File: config.mk
export PLATFORM = sky130hd
export DESIGN_NAME = rr_request_arbiter
export DESIGN_NICKNAME = d
export VERILOG_FILES = /design/src/rtl/rr_request_arbiter.sv
export SDC_FILE = /design/constraint.sdc
export NUM_CORES = 1
export LEC_CHECK = 0
export ABC_AREA = 1
export BUFFER_PORTS_ARGS = -buffer_cell sky130_fd_sc_hd__buf_2
export CORE_ASPECT_RATIO = 1.4
export CORE_UTILIZATION = 49
export CTS_BUF_LIST = sky130_fd_sc_hd__clkbuf_4 sky130_fd_sc_hd__clkbuf_8 sky130_fd_sc_hd__clkbuf_16
export CTS_CLUSTER_DIAMETER = 30
export DETAILED_ROUTE_END_ITERATION = 8
export HOLD_SLACK_MARGIN = 0.02
export PLACE_DENSITY = 0.71
export SYNTH_ARGS = -nofsm -noshare
export SYNTH_HDL_FRONTEND = slang
export SYNTH_SLANG_ARGS = --single-unit
File: constraint.sdc
create_clock -name i_clk -period 4.2 [get_ports i_clk]
set_clock_uncertainty 0.15 [all_clocks]
set_input_delay 0.42 -clock i_clk [delete_from_list [all_inputs] [get_ports i_clk]]
set_output_delay 0.42 -clock i_clk [all_outputs]
set_load 0.05 [all_outputs]
File: src/rtl/rr_request_arbiter.sv
`default_nettype none
// ============================================================================
//  Module      : rr_request_arbiter
//  Description : Round-robin arbiter sharing one resource between NREQ
//                requesters. A winner is latched from the request vector and
//                keeps the grant until it releases, withdraws its request or
//                (optionally) exceeds MAX_HOLD cycles of ownership. Every
//                ownership is followed by one idle turnaround cycle.
//  Ports       : i_clk        - clock, rising edge
//                i_reset      - asynchronous reset, active-high
//                i_req        - request vector, bit k = requester k
//                i_release    - owner is done with the resource (BUSY only)
//                o_grant      - registered one-hot grant, zero when no owner
//                o_grant_idx  - binary owner index, valid while o_valid=1
//                o_valid      - resource currently owned
//                o_timeout    - one-cycle pulse when MAX_HOLD revoked a grant
//  Revision    : 1.0 - initial release
// ============================================================================
module rr_request_arbiter #(
    parameter int NREQ     = 16,
    parameter int IDX_W    = 4,
    parameter int MAX_HOLD = 0
) (
    input  logic             i_clk,
    input  logic             i_reset,
    input  logic [NREQ-1:0]  i_req,
    input  logic             i_release,
    output logic [NREQ-1:0]  o_grant,
    output logic [IDX_W-1:0] o_grant_idx,
    output logic             o_valid,
    output logic             o_timeout
);

    // Counter is at least one bit wide so the unlimited configuration elaborates.
    localparam int                 c_CNT_W     = (MAX_HOLD > 0) ? $clog2(MAX_HOLD + 1) : 1;
    localparam logic [c_CNT_W-1:0] c_HOLD_LAST = c_CNT_W'((MAX_HOLD > 0) ? (MAX_HOLD - 1) : 0);
    localparam logic [c_CNT_W-1:0] c_CNT_MAX   = '1;
    localparam logic [IDX_W:0]     c_NREQ_EXT  = (IDX_W + 1)'(NREQ);
    localparam logic [IDX_W-1:0]   c_LAST_IDX  = IDX_W'(NREQ - 1);

    typedef enum logic [1:0] {
        ST_IDLE = 2'd0,
        ST_BUSY = 2'd1,
        ST_GAP  = 2'd2
    } state_t;

    state_t             r_state_q,   w_state_d;
    logic [IDX_W-1:0]   r_ptr_q,     w_ptr_d;
    logic [c_CNT_W-1:0] r_cnt_q,     w_cnt_d;
    logic [NREQ-1:0]    r_grant_q,   w_grant_d;
    logic [IDX_W-1:0]   r_idx_q,     w_idx_d;
    logic               r_timeout_q, w_timeout_d;

    logic [NREQ-1:0]    w_req_rot;
    logic [IDX_W-1:0]   w_off;
    logic [IDX_W:0]     w_sum;
    logic [IDX_W-1:0]   w_winner;
    logic               w_owner_req;
    logic               w_free_cause;
    logic               w_expire;

    // Rotate the request vector so the pointer position lands at bit 0; the
    // lowest set bit of the rotated vector is then the round-robin winner's
    // offset from the pointer.
    always_comb begin
        w_req_rot = NREQ'({i_req, i_req} >> r_ptr_q);
        w_off     = '0;
        for (int i = NREQ - 1; i >= 0; i--) begin
            if (w_req_rot[i]) begin
                w_off = IDX_W'(i);
            end
        end
        w_sum = {1'b0, r_ptr_q} + {1'b0, w_off};
        if (w_sum >= c_NREQ_EXT) begin
            w_winner = IDX_W'(w_sum - c_NREQ_EXT);
        end else begin
            w_winner = IDX_W'(w_sum);
        end
    end

    // Release and withdrawal outrank expiry when deciding whether o_timeout fires.
    assign w_owner_req  = |(i_req & r_grant_q);
    assign w_free_cause = i_release || !w_owner_req;
    assign w_expire     = (MAX_HOLD != 0) && (r_cnt_q == c_HOLD_LAST);

    always_comb begin
        w_state_d   = r_state_q;
        w_ptr_d     = r_ptr_q;
        w_cnt_d     = r_cnt_q;
        w_grant_d   = r_grant_q;
        w_idx_d     = r_idx_q;
        w_timeout_d = 1'b0;
        case (r_state_q)
            ST_IDLE: begin
                if (|i_req) begin
                    w_state_d = ST_BUSY;
                    w_grant_d = NREQ'(1) << w_winner;
                    w_idx_d   = w_winner;
                    w_cnt_d   = '0;
                    w_ptr_d   = (w_winner == c_LAST_IDX) ? '0 : w_winner + 1'b1;
                end
            end
            ST_BUSY: begin
                if (w_free_cause || w_expire) begin
                    w_state_d   = ST_GAP;
                    w_grant_d   = '0;
                    w_cnt_d     = '0;
                    w_timeout_d = w_expire && !w_free_cause;
                end else if (r_cnt_q != c_CNT_MAX) begin
                    w_cnt_d = r_cnt_q + 1'b1;
                end
            end
            ST_GAP: begin
                w_state_d = ST_IDLE;
            end
            default: begin
                w_state_d = ST_IDLE;
                w_grant_d = '0;
            end
        endcase
    end

    always_ff @(posedge i_clk or posedge i_reset) begin
        if (i_reset) begin
            r_state_q   <= ST_IDLE;
            r_ptr_q     <= '0;
            r_cnt_q     <= '0;
            r_grant_q   <= '0;
            r_idx_q     <= '0;
            r_timeout_q <= 1'b0;
        end else begin
            r_state_q   <= w_state_d;
            r_ptr_q     <= w_ptr_d;
            r_cnt_q     <= w_cnt_d;
            r_grant_q   <= w_grant_d;
            r_idx_q     <= w_idx_d;
            r_timeout_q <= w_timeout_d;
        end
    end

    assign o_grant     = r_grant_q;
    assign o_grant_idx = r_idx_q;
    assign o_valid     = (r_state_q == ST_BUSY);
    assign o_timeout   = r_timeout_q;

endmodule
`default_nettype wire
### Word level (Yosys, flattened, before mapping)

Cells that the tools add are included.

* output and inout port bits: 22
* logic and storage cells: 49
* bits in registers: 26
* input bits: 19

* eq/ne operators: 5
* bitwise logic cells: 2
* add/subtract/negate cells: 3
* shift operators: 2
* reductions and logical operators: 8
* muxes and demuxes: 24
* order comparisons: 1

Operators with widths (count)
* $mux 4: 18
* $pmux 16 s3: 1
* $mux 16: 2
* $reduce_or 16->1: 2
* $shr 32x4->16: 1
* $and 16x16->16: 1
* $shl 1x4->16 const A: 1
* $add 4x4->5: 1
* $ge 5x5->1 const B: 1
* $add 4x1->4 const B: 1
* $eq 4x4->1 const B: 1
* $mux 2: 2
* $pmux 2 s2: 1
* $reduce_and 2->1: 2
* $sub 4x1->4 const B: 1
* $reduce_and 3->1: 1
* $eq 2x1->1 const B: 1
* $eq 2x2->1 const B: 1
* $logic_not 2->1: 1
* $ne 2x1->1 const B: 1
* $ne 2x2->1 const B: 1
* $logic_not 1->1: 1
* $logic_or 1x1->1: 1
* $not 1->1: 1

### Depth between registers and ports, before layout

* depth in word-level cells: 23
* mapped depth: 33
* mapped depth without buffers: 32

### Least setup slack after synthesis

Ideal clock, no wire load.

* path kind: register -> register
* start: register r_ptr_q[0]
* end: register r_grant_q[3], in the netlist o_grant[3]
* arrival: 3.221 ns
* required time: 3.928 ns
* cell stages (with the launch flop): 31
* buffers on the path: 2
* library setup time: 0.122 ns
* path slack: 0.708 ns
* clock period less this slack: 3.492 ns
* path through: dfrtp_1 -> buf_6 -> inv_4 -> buf_6 -> nand2_2 -> nand3_2 -> nand3_1 -> nand2_1 -> nand2_1 -> nand2_1 -> nand2_1 -> nand2_1 -> nand2_1 -> nand2_1 -> nand2_1 -> nand2_1 -> nand2_1 -> nand2_1 -> nand2_1 -> nand2_1 -> nand2_1 -> nand2_1 -> nand2_1 -> a21oi_1 -> ha_1 -> fa_1 -> ha_1 -> ha_1 -> nand2_1 -> nor2_1 -> a32o_1

* word-level cells in the longest chain between the ends: 23
* elaborated cells between the ends (all ways): 24
* those cells by class: 2 x add/sub; 1 x order compare; 2 x shift; 19 x mux

RTL lines
* from (decl): line 48 `logic [IDX_W-1:0] r_ptr_q, w_ptr_d;`
* from (signal assigned): line 133 `r_ptr_q <= w_ptr_d;`
* $shr 32x4->16: line 66 `w_req_rot = NREQ'({i_req, i_req} >> r_ptr_q);`
* $mux 4 (16 in a row): line 69 `if (w_req_rot[i]) begin`
* $add 4x4->5 (*): line 73 `w_sum = {1'b0, r_ptr_q} + {1'b0, w_off};`
* named net w_sum[1]: line 56 `logic [IDX_W:0] w_sum;`
* $sub 4x1->4 or $ge 5x5->1 (tied branches): line 75, 74
* $mux 4 (*): line 74 `if (w_sum >= c_NREQ_EXT) begin`
* $shl 1x4->16 (*): line 97 `w_grant_d = NREQ'(1) << w_winner;`
* $mux 16 (*): line 95 `if (|i_req) begin`
* $pmux 16 s3 (*): line 93 `case (r_state_q)`
* to (signal assigned): line 135 `r_grant_q <= w_grant_d;`
* to (decl): line 50 `logic [NREQ-1:0] r_grant_q, w_grant_d;`

The timed path passes the listed nets; every way through them passes the cells marked *. The select of a mux whose other input is x is not followed.
A chain may end at the register's enable or synchronous reset.

### Final worst setup path

Same ends and word-level chain as after synthesis.

==> summary by stage <==
Critical path
The number of cells on the worst reg-to-reg path is 28. The critical path capture point is o_grant[3]. The setup slack on the worst flop-to-flop path is 0.41 ns.

The critical path start-end classification is reg -> reg. For this run, the slowest stage of the critical path takes 0.49 ns. The library cell appearing most often on the critical path is sky130_fd_sc_hd__nand2_1. The startpoint of the most critical register-to-register path is r_ptr_q[0].

STA puts the critical path data arrival time at 3.80 ns. The worst setup path is launched from a flip-flop. The endpoint of the worst-slack reg-to-reg timing path is o_grant[3]. The highest fanout seen on the critical path is 11. The worst setup path startpoint is r_ptr_q[0].

The endpoint class of the critical path is a flip-flop. The required time of the critical path is 4.21 ns. The slowest cell on the critical path is sky130_fd_sc_hd__fa_1.

Routing
The number of nets with antenna violations after detailed routing is 0. The detailed-router iteration count before antenna repair is 4. The aggregate routed wire length is 7.10 mm. The detailed router finished its first iteration with 177 violations.

Dividing the detail-routed wire length by the instance count gives 14.6 microns. The final route contains 2665 vias. In the routed layout, each cell is associated on average with a via count of 5.49. After detailed routing, the number of remaining DRC violations is 0.

Cells and area
The number of standard cells in the final layout excluding fillers is 485. The fill cell instance count of the final layout is 514. The area growth from synthesis to layout is 11.0%.

The ratio of cells with drive above 1 in the final layout is 24.5%. The top cell types in the final layout, fill and taps aside, are sky130_fd_sc_hd__nand2_1, sky130_fd_sc_hd__nand3_1, sky130_fd_sc_hd__buf_2. For this run, the share of the core covered by cells in the final layout is 57.4%. Leaving out fill and tap cells, the most frequent cell in the layout is sky130_fd_sc_hd__nand2_1. The antenna diode instance count is 0. At the end of the flow, the number of nets in the layout was 451.

CTS
The clock net in this run drives a total of 26 sinks. The clock reaches the later pin of the worst-skew pair after 0.27 ns. The clock passes through at most 2 buffers. Buffers inserted to repair hold after CTS numbered 0.

Clock tree synthesis selected as its root buffer the cell sky130_fd_sc_hd__clkbuf_8. In this run, CTS created clock tree buffers numbering 3. TritonCTS built the clock tree.

The clock-pin slew of the registers on the worst-case setup and hold paths is 0.08 ns. CTS built an H-tree with a depth of 1.

Flow run
The number of max-cap violations is 0.

Global routing
The via count of the first global-routing pass is 2525. The maximum number of pins on one net before global-route repair is 27. The leftover overflow at the end of global routing is 0. The global routing usage summed across all routing layers is 27.6%. Global routing consumed, on the met1 layer, 33.6% of the routing resources.

The first global-routing pass estimated 12.0 mm of wire. The met2 track demand over resource is 51.5%. The number of antenna violations at the first check in global routing is 0. The met3 usage in global routing is 1.69%.

The layer flagged by global routing as most heavily used is met2.

Synthesis
The fraction of the yosys area taken by sequential cells is 25.4%. The mean area per synthesized cell is 6.64 sq um. The count of cell types in the netlist is 38. Synthesis handed over a netlist of 386 instances. In this run the cell area of the synthesized design comes to 2560 sq um. Among all flip-flop cells after synthesis, the most frequent one is sky130_fd_sc_hd__dfrtp_1.

Summed over its instances, the top area cell type makes up 25.4% of the synthesized netlist area. By area the synthesized netlist is led by sky130_fd_sc_hd__dfrtp_1, sky130_fd_sc_hd__nand2_1, sky130_fd_sc_hd__nand3_1. In the synthesized netlist the async set-or-reset flop fraction comes to 100%. The number of enable-type register cells in the synthesized netlist is 0.

Counting every net in the synthesized netlist gives 414. The warning count from the yosys run is 0. Of all cell types, the one taking the most synthesized area is sky130_fd_sc_hd__dfrtp_1. In this run, synthesis produced a sequential element count of 26.

Timing
In the final timing run, aggregate negative setup slack is 0 ns. In this run the tightest slew margin relative to its limit is 35.8%. The post-route clock period utilization is 90.1%.

The slew at the pin closest to its max-slew limit is 0.962 ns. Setup repair after global routing left no endpoint under its margin. The count of pins over their slew limit is 0. The number of failing setup endpoints in the final timing report is 0.

The time the final worst path needs with I/O delays and setup is 3.79 ns. The number of endpoints with negative hold slack in the final report is 0. Static timing analysis puts the maximum clock frequency at 264 MHz.

Placement
The number of I/O port buffers is 39. The half-perimeter wire length of the detailed placement result is 5.69 mm. The congestion estimate from routability-driven global placement came to 0.959. In this run, placement finished with an instance count of 481.

Floorplan
The starting utilization of the core area is 51.7%. The core footprint is 4950 sq um. The number of ports placed on the die boundary is 41. The standard-cell row count is 30. The die area is 5530 sq um. The die is 63.1 microns wide. From bottom edge to top edge, the die measures 87.6 microns.

Worst hold path
The class of the tightest hold or removal check is in -> async.

Run status
The run finished with clean final reports.
cells by family (layout without fill, tap and decap cells):
logic type	count (synthesis)	after routing	synth area share [%]
simple gates	254	254	49.0
buf+inv	50	85	9.47
compound gates	44	44	10.3
flops	26	26	25.4
fa+ha+maj	9	9	4.69
xor+xnor	2	2	0.976
other cells	1	1	0.146
worst max-delay path, delay by kind of cell, from the launching register on:
kind | cells | cell delay, ns
AOI/OAI and AO/OA | 2 | 0.40
adders and majority gates | 4 | 1.15
buffers and inverters | 1 | 0.20
DFF | 1 | 0.44
and+or+nand+nor | 21 | 1.33
synthesized netlist by cell type (2+ instances only):
cell type                  count
sky130_fd_sc_hd__nand2_4       4
sky130_fd_sc_hd__nor2_1       22
sky130_fd_sc_hd__nand2_2      12
sky130_fd_sc_hd__inv_2         5
sky130_fd_sc_hd__o21ai_0      13
sky130_fd_sc_hd__ha_1          8
sky130_fd_sc_hd__nor2_2        2
sky130_fd_sc_hd__a21oi_1       5
sky130_fd_sc_hd__a221oi_1      3
sky130_fd_sc_hd__o21ai_2       5
sky130_fd_sc_hd__o21ai_1      14
sky130_fd_sc_hd__buf_6         4
sky130_fd_sc_hd__nand2_1     111
sky130_fd_sc_hd__nand3_2      15
sky130_fd_sc_hd__buf_2         5
sky130_fd_sc_hd__nand4_1       2
sky130_fd_sc_hd__buf_4         3
sky130_fd_sc_hd__nand3_1      77
sky130_fd_sc_hd__inv_1        28
sky130_fd_sc_hd__dfrtp_1      26
sky130_fd_sc_hd__nor2_4        2
sky130_fd_sc_hd__nor4_1        4
area by class of cell:
type	count	area, sq um	share of cell area, %
Clock buffer	3	41.3	1.45
Inverter	36	145	5.10
Multi-Input combinational cell	310	1680	58.9
Sequential cell	26	652	22.9
Tap cell	64	80.1	2.81
Timing Repair Buffer	46	251	8.84
metal layers:
layer  share of wire (%)  vias up
met1                  41     1215
li1                    -     1351
met2                  52       85
met3                 4.5       14
met4                 2.1        0
met5                   0        -
flip-flops by register name, indices dropped and copies added, names as in the netlist:
| register | cells |
|---|---|
| o_grant | 16 |
| r_ptr_q | 4 |
| o_grant_idx | 4 |
| r_state_q | 2 |
through the flow:
stage,setup slack (ns),instance area (sq um),hold WS (ns)
after global routing,0.00618,2850,0.318
after CTS,0.306,2830,0.242
after global placement,0.359,2780,0.319
final,0.415,2850,0.203
after floorplan,0.708,2560,0.310
after detailed placement,0.328,2780,0.329
what timing repair did:
action | 4_1_cts | 5_1_grt
endpoints found under the hold margin | 0 | 0
buffers inserted | 0 | 1
setup endpoints to repair | 0 | 15
resized for setup | 0 | 6
how the worst min path moves through the flow:
stage | startpoint | depth (start not counted) | slack [ns] | end
6_report | i_reset | 2 | 0.20 | o_grant[10]
4_1_cts | i_reset | 2 | 0.24 | o_grant[10]
3_5_place_dp | o_grant_idx[1] | 2 | 0.33 | o_grant_idx[1]
3_3_place_gp | o_grant_idx[1] | 2 | 0.32 | o_grant_idx[1]
5_1_grt | i_reset | 2 | 0.32 | o_grant[3]
2_1_floorplan | i_reset | 1 | 0.31 | o_grant[0]
Power is not shown: default switching activity piles up to over one toggle a cycle in this logic, so the estimate is an artifact.
